<file path="src/rtl/alsu_cmd_issuer.sv">
// alsu_cmd_issuer: command FIFO plus issue FSM in front of an ALSU that has
// input and output registers (2-cycle latency). Each popped command is driven
// onto registered ALSU operand/control outputs, and its tag and illegal flag
// are delayed to line up with the ALSU result.
// Optional build macro: ALSU_ISSUER_STATS_EN adds saturating issued_cnt and
// illegal_cnt outputs. These counters are cleared by reset only.
module alsu_cmd_issuer #(
  parameter int DEPTH = 4
) (
  input  logic                     clk,
  input  logic                     rst,
  input  logic                     cmd_valid,
  output logic                     cmd_ready,
  input  logic [15:0]              cmd_data,
  input  logic [3:0]               cmd_tag,
  input  logic                     hold,
  input  logic                     flush,
  output logic [2:0]               A,
  output logic [2:0]               B,
  output logic [2:0]               opcode,
  output logic                     Cin,
  output logic                     serial_in,
  output logic                     red_op_A,
  output logic                     red_op_B,
  output logic                     bypass_A,
  output logic                     bypass_B,
  output logic                     direction,
  output logic                     issue_valid,
  output logic                     rsp_valid,
  output logic [3:0]               rsp_tag,
  output logic                     illegal,
  output logic [$clog2(DEPTH):0]   fifo_count
`ifdef ALSU_ISSUER_STATS_EN
  ,
  output logic [15:0]              issued_cnt,
  output logic [15:0]              illegal_cnt
`endif
);

  localparam int AW = $clog2(DEPTH);
  localparam int CW = AW + 1;
  // NOP drive: every field zero except bypass_A.
  localparam logic [15:0] NOP = 16'h2000;

  typedef enum logic [1:0] {IDLE, ISSUE, STALL} state_t;

  typedef struct packed {
    logic [3:0]  tag;
    logic [15:0] data;
  } entry_t;

  state_t               state_q, state_d;
  entry_t [DEPTH-1:0]   mem_q, mem_d;
  logic [AW-1:0]        wptr_q, wptr_d, rptr_q, rptr_d;
  logic [CW-1:0]        count_q, count_d;
  logic [15:0]          drv_q, drv_d;
  logic                 ivld_q, ivld_d;
  logic [3:0]           itag_q, itag_d;
  logic                 iill_q, iill_d;
  logic [1:0]           vld_pipe_q, vld_pipe_d;
  logic [1:0][3:0]      tag_pipe_q, tag_pipe_d;
  logic [1:0]           ill_pipe_q, ill_pipe_d;

  logic   full, pop, push, head_ill;
  entry_t head;

  function automatic logic is_illegal(input logic [15:0] d);
    logic [2:0] op;
    op = d[8:6];
    return (op == 3'b110) || (op == 3'b111) ||
           ((d[11] | d[12]) && (op != 3'b000) && (op != 3'b001));
  endfunction

  // Pop is gated by the live hold, so hold stops issue the next cycle.
  // Flush also blocks pop and push. A full FIFO still takes a push in a pop cycle.
  assign full      = (count_q == CW'(DEPTH));
  assign pop       = (state_q == ISSUE) && !hold && !flush;
  assign cmd_ready = !full || pop;
  assign push      = cmd_valid && cmd_ready && !flush;
  assign head      = mem_q[rptr_q];
  assign head_ill  = is_illegal(head.data);

  // FIFO storage, pointers and occupancy. Pointers wrap because DEPTH is a power of two.
  always_comb begin
    mem_d   = mem_q;
    wptr_d  = wptr_q;
    rptr_d  = rptr_q;
    count_d = count_q;
    if (flush) begin
      wptr_d  = '0;
      rptr_d  = '0;
      count_d = '0;
    end else begin
      if (push) begin
        mem_d[wptr_q] = {cmd_tag, cmd_data};
        wptr_d        = wptr_q + AW'(1);
      end
      if (pop) rptr_d = rptr_q + AW'(1);
      case ({push, pop})
        2'b10:   count_d = count_q + CW'(1);
        2'b01:   count_d = count_q - CW'(1);
        default: count_d = count_q;
      endcase
    end
  end

  // Next state is computed from the occupancy after this cycle's update and from hold.
  always_comb begin
    state_d = ISSUE;
    if (count_d == '0) state_d = IDLE;
    else if (hold)     state_d = STALL;
  end

  // Issue drive register, plus the 2-stage tag/illegal pipe that matches ALSU latency.
  always_comb begin
    drv_d      = NOP;
    ivld_d     = pop;
    itag_d     = '0;
    iill_d     = 1'b0;
    if (pop) begin
      drv_d  = head.data;
      itag_d = head.tag;
      iill_d = head_ill;
    end
    vld_pipe_d = {vld_pipe_q[0], ivld_q};
    tag_pipe_d = {tag_pipe_q[0], itag_q};
    ill_pipe_d = {ill_pipe_q[0], iill_q};
    if (flush) begin
      vld_pipe_d = '0;
      tag_pipe_d = '0;
      ill_pipe_d = '0;
    end
  end

  // State register for all datapath and control flops.
  always_ff @(posedge clk or negedge rst) begin
    if (!rst) begin
      state_q    <= IDLE;
      mem_q      <= '0;
      wptr_q     <= '0;
      rptr_q     <= '0;
      count_q    <= '0;
      drv_q      <= NOP;
      ivld_q     <= 1'b0;
      itag_q     <= '0;
      iill_q     <= 1'b0;
      vld_pipe_q <= '0;
      tag_pipe_q <= '0;
      ill_pipe_q <= '0;
    end else begin
      state_q    <= state_d;
      mem_q      <= mem_d;
      wptr_q     <= wptr_d;
      rptr_q     <= rptr_d;
      count_q    <= count_d;
      drv_q      <= drv_d;
      ivld_q     <= ivld_d;
      itag_q     <= itag_d;
      iill_q     <= iill_d;
      vld_pipe_q <= vld_pipe_d;
      tag_pipe_q <= tag_pipe_d;
      ill_pipe_q <= ill_pipe_d;
    end
  end

  assign A           = drv_q[2:0];
  assign B           = drv_q[5:3];
  assign opcode      = drv_q[8:6];
  assign Cin         = drv_q[9];
  assign serial_in   = drv_q[10];
  assign red_op_A    = drv_q[11];
  assign red_op_B    = drv_q[12];
  assign bypass_A    = drv_q[13];
  assign bypass_B    = drv_q[14];
  assign direction   = drv_q[15];
  assign issue_valid = ivld_q;
  assign rsp_valid   = vld_pipe_q[1];
  assign rsp_tag     = tag_pipe_q[1];
  assign illegal     = ill_pipe_q[1];
  assign fifo_count  = count_q;

`ifdef ALSU_ISSUER_STATS_EN
  logic [15:0] issued_cnt_q, issued_cnt_d, illegal_cnt_q, illegal_cnt_d;

  // Saturating counters. Flush does not clear them.
  always_comb begin
    issued_cnt_d  = issued_cnt_q;
    illegal_cnt_d = illegal_cnt_q;
    if (pop && issued_cnt_q != 16'hFFFF)              issued_cnt_d  = issued_cnt_q + 16'd1;
    if (pop && head_ill && illegal_cnt_q != 16'hFFFF) illegal_cnt_d = illegal_cnt_q + 16'd1;
  end

  // Counter registers.
  always_ff @(posedge clk or negedge rst) begin
    if (!rst) begin
      issued_cnt_q  <= '0;
      illegal_cnt_q <= '0;
    end else begin
      issued_cnt_q  <= issued_cnt_d;
      illegal_cnt_q <= illegal_cnt_d;
    end
  end

  assign issued_cnt  = issued_cnt_q;
  assign illegal_cnt = illegal_cnt_q;
`endif

endmodule

</file>
<file path="config.mk">
export PLATFORM = sky130hd
export DESIGN_NAME = alsu_cmd_issuer
export DESIGN_NICKNAME = d
export VERILOG_FILES = /design/src/rtl/alsu_cmd_issuer.sv
export SDC_FILE = /design/constraint.sdc
export NUM_CORES = 1
export LEC_CHECK = 0
export CAP_MARGIN = 20
export CORE_MARGIN = 5
export CORE_UTILIZATION = 40
export DETAILED_ROUTE_END_ITERATION = 12
export SLEW_MARGIN = 20
export SYNTH_ARGS = -nofsm -noshare
export SYNTH_HDL_FRONTEND = slang
export SYNTH_SLANG_ARGS = --single-unit
</file>
<file path="constraint.sdc">
create_clock -name clk -period 5.9 [get_ports clk]
set_clock_uncertainty 0.1 [all_clocks]
set_input_delay 1.18 -clock clk [delete_from_list [all_inputs] [get_ports clk]]
set_output_delay 1.18 -clock clk [all_outputs]
set_load 0.01 [all_outputs]
</file>
After elaboration in Yosys (flattened, before gate mapping)
Cells that the tools add are included.
{"block": "totals", "ff_bits": 123, "inputBits": 25, "out_inout_bits": 27, "wordCells": 73}
{"block": "op_classes", "add_sub_neg": 4, "magnitude_cmp": 3, "eq_ne": 7, "mux": 19, "bitwise_logic": 2, "n_reduce_logical": 18}
{"op": "bitwise mux 80 bit", "count": 1}
{"op": "binary-select mux 20 bit (select 2 bit)", "count": 1}
{"op": "demux 20 bit (select 2 bit)", "count": 1}
{"op": "two-way mux 20 bit", "count": 2}
{"op": "two-way mux 16 bit", "count": 1}
{"op": "two-way mux 2 bit", "count": 8}
{"op": "equality test 3 bit (second input constant)", "count": 3}
{"op": "two-way mux 8 bit", "count": 1}
{"op": "logical AND 1 bit", "count": 7}
{"op": "less-than comparator 2 x 3 -> 1 bit (second input constant)", "count": 2}
{"op": "one-hot mux 3 bit (2 select lines)", "count": 1}
{"op": "adder 2 x 1 -> 2 bit (second input constant)", "count": 2}
{"op": "equality test 2 x 1 -> 1 bit (second input constant)", "count": 2}
{"op": "two-way mux 4 bit", "count": 1}
{"op": "nonzero test 2 bit", "count": 2}
{"op": "adder 3 x 1 -> 3 bit (second input constant)", "count": 1}
{"op": "logical NOT 1 bit", "count": 3}
{"op": "logical NOT 3 bit", "count": 1}
{"op": "logical OR 1 bit", "count": 3}
{"op": "two-way mux 3 bit", "count": 1}
{"op": "inequality test 3 x 1 -> 1 bit (second input constant)", "count": 1}
{"op": "nonzero test 3 bit", "count": 1}
{"op": "subtractor 3 x 1 -> 3 bit (second input constant)", "count": 1}
{"op": "equality test 2 bit (second input constant)", "count": 1}
{"op": "5 further kinds", "count": 5}

Longest topological paths before layout
{"block": "logic_depth", "depth_word": 11, "depth_mapped": 10, "ltp_nobuf": 9}

Least setup slack after synthesis
Ideal clock, no wire load.
{"block": "synth_timing", "path_type": "in2reg", "start": "input hold", "end": "register state_q[1]", "setup_ns": 0.066, "arrival_ns": 3.664, "required_time_ns": 5.734, "path_slack_ns": 2.070, "path_stages": 10, "path_buffers": 1, "cell_sequence": "or4b_1 -> buf_2 -> a311oi_4 -> inv_1 -> ha_1 -> fa_1 -> xnor2_1 -> or3_1 -> a41oi_1 -> and2_1"}
{"block": "synth_between", "elab_chain_len": 11, "word_cells_on_any_way": 13, "cone_classes": "eq/ne: 2; mux: 4; reduce/logical: 7"}
{"element": "start, declared", "line": "16", "rtl": "input logic hold,"}
{"element": "logical NOT 1 bit", "line": "77", "rtl": "assign pop = (state_q == ISSUE) && !hold && !flush;"}
{"element": "logical AND 1 bit (2 in series)", "line": "77"}
{"element": "logical OR 1 bit", "line": "78", "rtl": "assign cmd_ready = !full || pop;"}
{"element": "logical AND 1 bit (2 in series)", "line": "79", "rtl": "assign push = cmd_valid && cmd_ready && !flush;"}
{"element": "equality test 2 x 1 -> 1 bit or equality test 2 bit (tied branches)", "line": "99", "rtl": "case ({push, pop})"}
{"element": "one-hot mux 3 bit (2 select lines)", "line": "99"}
{"element": "two-way mux 3 bit", "line": "89", "rtl": "if (flush) begin"}
{"element": "logical NOT 3 bit", "line": "110", "rtl": "if (count_d == '0) state_d = IDLE;"}
{"element": "two-way mux 2 bit *", "line": "110"}
{"element": "net state_d[1]", "line": "52", "rtl": "state_t state_q, state_d;"}
{"element": "end signal, assigned", "line": "151", "rtl": "state_q <= state_d;"}
{"element": "end, declared", "line": "52"}
Mark *: on every way through the listed nets, which the timed path passes. The rest lies on a longest branch.
A chain may end at the register's enable or synchronous reset.

Worst setup path in the final report
{"block": "layout_timing", "start": "input flush", "end": "output cmd_ready"}
{"block": "layout_between", "elab_chain_len": 3}
{"element": "start, declared", "line": "17", "rtl": "input logic flush,"}
{"element": "logical NOT 1 bit", "line": "77"}
{"element": "logical AND 1 bit", "line": "77"}
{"element": "logical OR 1 bit", "line": "78"}
{"element": "end, declared", "line": "13", "rtl": "output logic cmd_ready,"}
No other way between the ends.

==> flow_summary.json <==
{
  "status": "complete, no violations",
  "finalHoldWorstSlack_ns": 0.362,
  "report.power.total_mw": 2.49,
  "clock_sinks": 123,
  "path_clk_slew_ns": 0.05,
  "place.port_buffers": 51,
  "worst_ir_drop_vdd_mv": 0.186,
  "layout.core_utilization": 0.507,
  "antenna-diode-count": 0,
  "grt.total_usage": 0.131,
  "totalNegativeSetupSlack_ns": 0,
  "critPathMaxFanout": 22,
  "nets": 406,
  "worst_ep_required_time_ns": 4.62,
  "floorplan.die_area_um2": 15500,
  "detailroute.via_count": 2709,
  "period_needed_ns": 4.39,
  "wirelength_um": 9400,
  "yosysWarnings": 0,
  "num_io_pins": 52,
  "effective_utilization_at_floorplan": 0.412,
  "placeableCoreArea_um2": 12700,
  "layout-drive-gt1-share": 0.366,
  "ff2ff_setup_slack_ns": 2.75,
  "areaGrowthSynthToFinish_pct": 22.9,
  "ys_ff_latch": 123,
  "htreeDepth": 4,
  "synthesis.instances": 321,
  "hold_path.class": "flop to flop",
  "hpwlAfterDp_um": 5620,
  "grt_antenna_before_repair": 0,
  "synth_cell_type_count": 34,
  "peak_freq_mhz": 228,
  "clock_tree.buffer_depth": 2,
  "wire_length_of_the_first_global_routing_pass_um": 16100,
  "period_share": 0.744,
  "ctsResizeCount": 0,
  "hold_violations": 0,
  "detail_route.vias_per_cell": 4.84,
  "rsz0062_at_grt": "false",
  "drcViolationCount": 0,
  "hold_buffers": 0,
  "postPlaceCellArea_um2": 5850,
  "cellPowerDensity_nw_per_um2": 387,
  "maxSlewViolCount": 0,
  "synth.net_count": 352,
  "post-cts-setup-buffers": 0,
  "clk_latency_ns": 0.40,
  "placementRows": 41,
  "drt-pass1-iter-count": 4,
  "antenna_left": 0,
  "largest_net_degree_at_the_start_of_global_routing": 75,
  "place.gp.congestion": 0.746,
  "synth_seq_area_share": 0.587,
  "overflow": 0,
  "mappedNetlistArea_um2": 5250,
  "cts_tree": "yes",
  "design_area_um2": 6450,
  "drv.max_cap_violation_count": 0,
  "syn_avg_cell_area_um2": 16.3,
  "dr.first_iter.drc_count": 118,
  "tightest_slew_ns": 0.905,
  "most_common_cell_after_layout_fill_and_taps_aside": "dfrtp_1",
  "crit_path_end_kind": "output pin",
  "n_fill_cell": 1135,
  "worst-endpoint-arrival_ns": 3.11,
  "cts_inserted_buffers": 17,
  "die_height_um": 125,
  "setup-violations-final": 0,
  "via_count_of_the_first_global_routing_pass": 3082,
  "cts.root.buffer_cell": "clkbuf_16",
  "setup_crit_path_kind": "input port to output pin",
  "drt-wirelength-per-cell_um": 16.8,
  "worstSetupStartpointType": "input port",
  "die_wd_um": 125,
  "layout_common_cells": "dfrtp_1, clkdlybuf4s50_1, mux2_2",
  "total_leakage_power_nw": 2.95,
  "max-slew-margin-rel": 0.396
}
## through the flow
stage	worst slack (ns)	std cells
final	1.51	560
after global routing	1.43	560
after CTS	1.51	560
after detailed placement	1.35	528
after global placement	1.39	528
after floorplan	2.07	321
## flip-flops by register name, indices dropped and copies added, names as in the netlist
name         count
drv_q           16
ill_pipe_q       2
issue_valid      1
itag_q           4
fifo_count       3
tag_pipe_q       4
mem_q           80
vld_pipe_q       2
iill_q           1
rsp_tag          4
wptr_q           2
rptr_q           2
state_q          2
## logic make-up (layout without fill, tap and decap cells)
kind of cell | count (synthesis) | count (layout) | synth area share
adder cells (fa/ha/maj) | 6 | 6 | 0.0157
AO/OA/AOI/OAI | 7 | 7 | 0.0126
AND/OR/NAND/NOR | 53 | 53 | 0.0599
multiplexers | 101 | 101 | 0.283
buffers and inverters | 26 | 93 | 0.0334
flip-flops | 123 | 123 | 0.587
XOR/XNOR | 5 | 5 | 0.00835
## final timing paths
check,from,endpoint,cells after the start
min in group asynchronous,rst,rsp_tag[0]$_DFF_PN0_,1
setup / recovery,flush,cmd_ready,5
hold reg to reg,itag_q[2]$_DFF_PN0_,tag_pipe_q[2]$_DFF_PN0_,1
hold / removal,itag_q[2]$_DFF_PN0_,tag_pipe_q[2]$_DFF_PN0_,1
max in group asynchronous,rst,mem_q[46]$_DFFE_PN0P_,2
setup reg to reg,state_q[1]$_DFF_PN0_,state_q[1]$_DFF_PN0_,9
## Yosys cell counts (all sizes together)
| master | n | area [um^2] |
|---|---|---|
| and2 | 1 | 6.26 |
| nor2b | 29 | 181 |
| mux2 | 80 | 1020 |
| a211oi | 1 | 7.51 |
| nor3b | 1 | 7.51 |
| xnor2 | 3 | 26.3 |
| nand3 | 2 | 10.0 |
| fa | 1 | 20.0 |
| o21ai | 1 | 5.00 |
| dfstp | 1 | 26.3 |
| mux4 | 20 | 450 |
| a21oi | 2 | 10.0 |
| and2b | 3 | 22.5 |
| buf | 15 | 134 |
| xor2 | 2 | 17.5 |
| or2 | 1 | 6.26 |
| dfrtp | 122 | 3050 |
| nor2 | 7 | 26.3 |
| a31o | 1 | 8.76 |
| ha | 5 | 62.6 |
| a41oi | 1 | 8.76 |
| nor3 | 1 | 5.00 |
| or4b | 1 | 10.0 |
| or3 | 1 | 6.26 |
| inv | 5 | 18.8 |
| clkbuf | 6 | 22.5 |
| nand2 | 6 | 32.5 |
| mux2i | 1 | 10.0 |
| a311oi | 1 | 26.3 |
## layer usage
| layer | share of wire | track usage |
|---|---|---|
| met1 | 0.47 | 0.170 |
| met2 | 0.48 | 0.205 |
| met3 | 0.040 | 0.0433 |
| met4 | 0.016 | 0.0490 |
| met5 | 0 | 0 |
## critical path, cell delays in order
cell and delay, ns:
clkdlybuf4s50_1 0.40, buf_4 0.21, or4b_1 0.58, nand3_1 0.17, clkdlybuf4s50_1 0.56
## power breakdown
group / internal, mW / switching [mW] / leakage [nW]
sequential: 1.01 / 0.0808 / 1.59
combinational: 0.256 / 0.108 / 1.06
clock: 0.694 / 0.344 / 0.298
## cell type report
type	instances	area (um^2)	area share
Clock buffer	24	482	0.0747
Clock inverter	8	115	0.0179
Inverter	5	18.8	0.00291
Multi-Input combinational cell	172	1990	0.309
Sequential cell	123	3080	0.478
Tap cell	172	215	0.0334
Timing Repair Buffer	56	546	0.0846
Power figures use the tool's default switching activity.
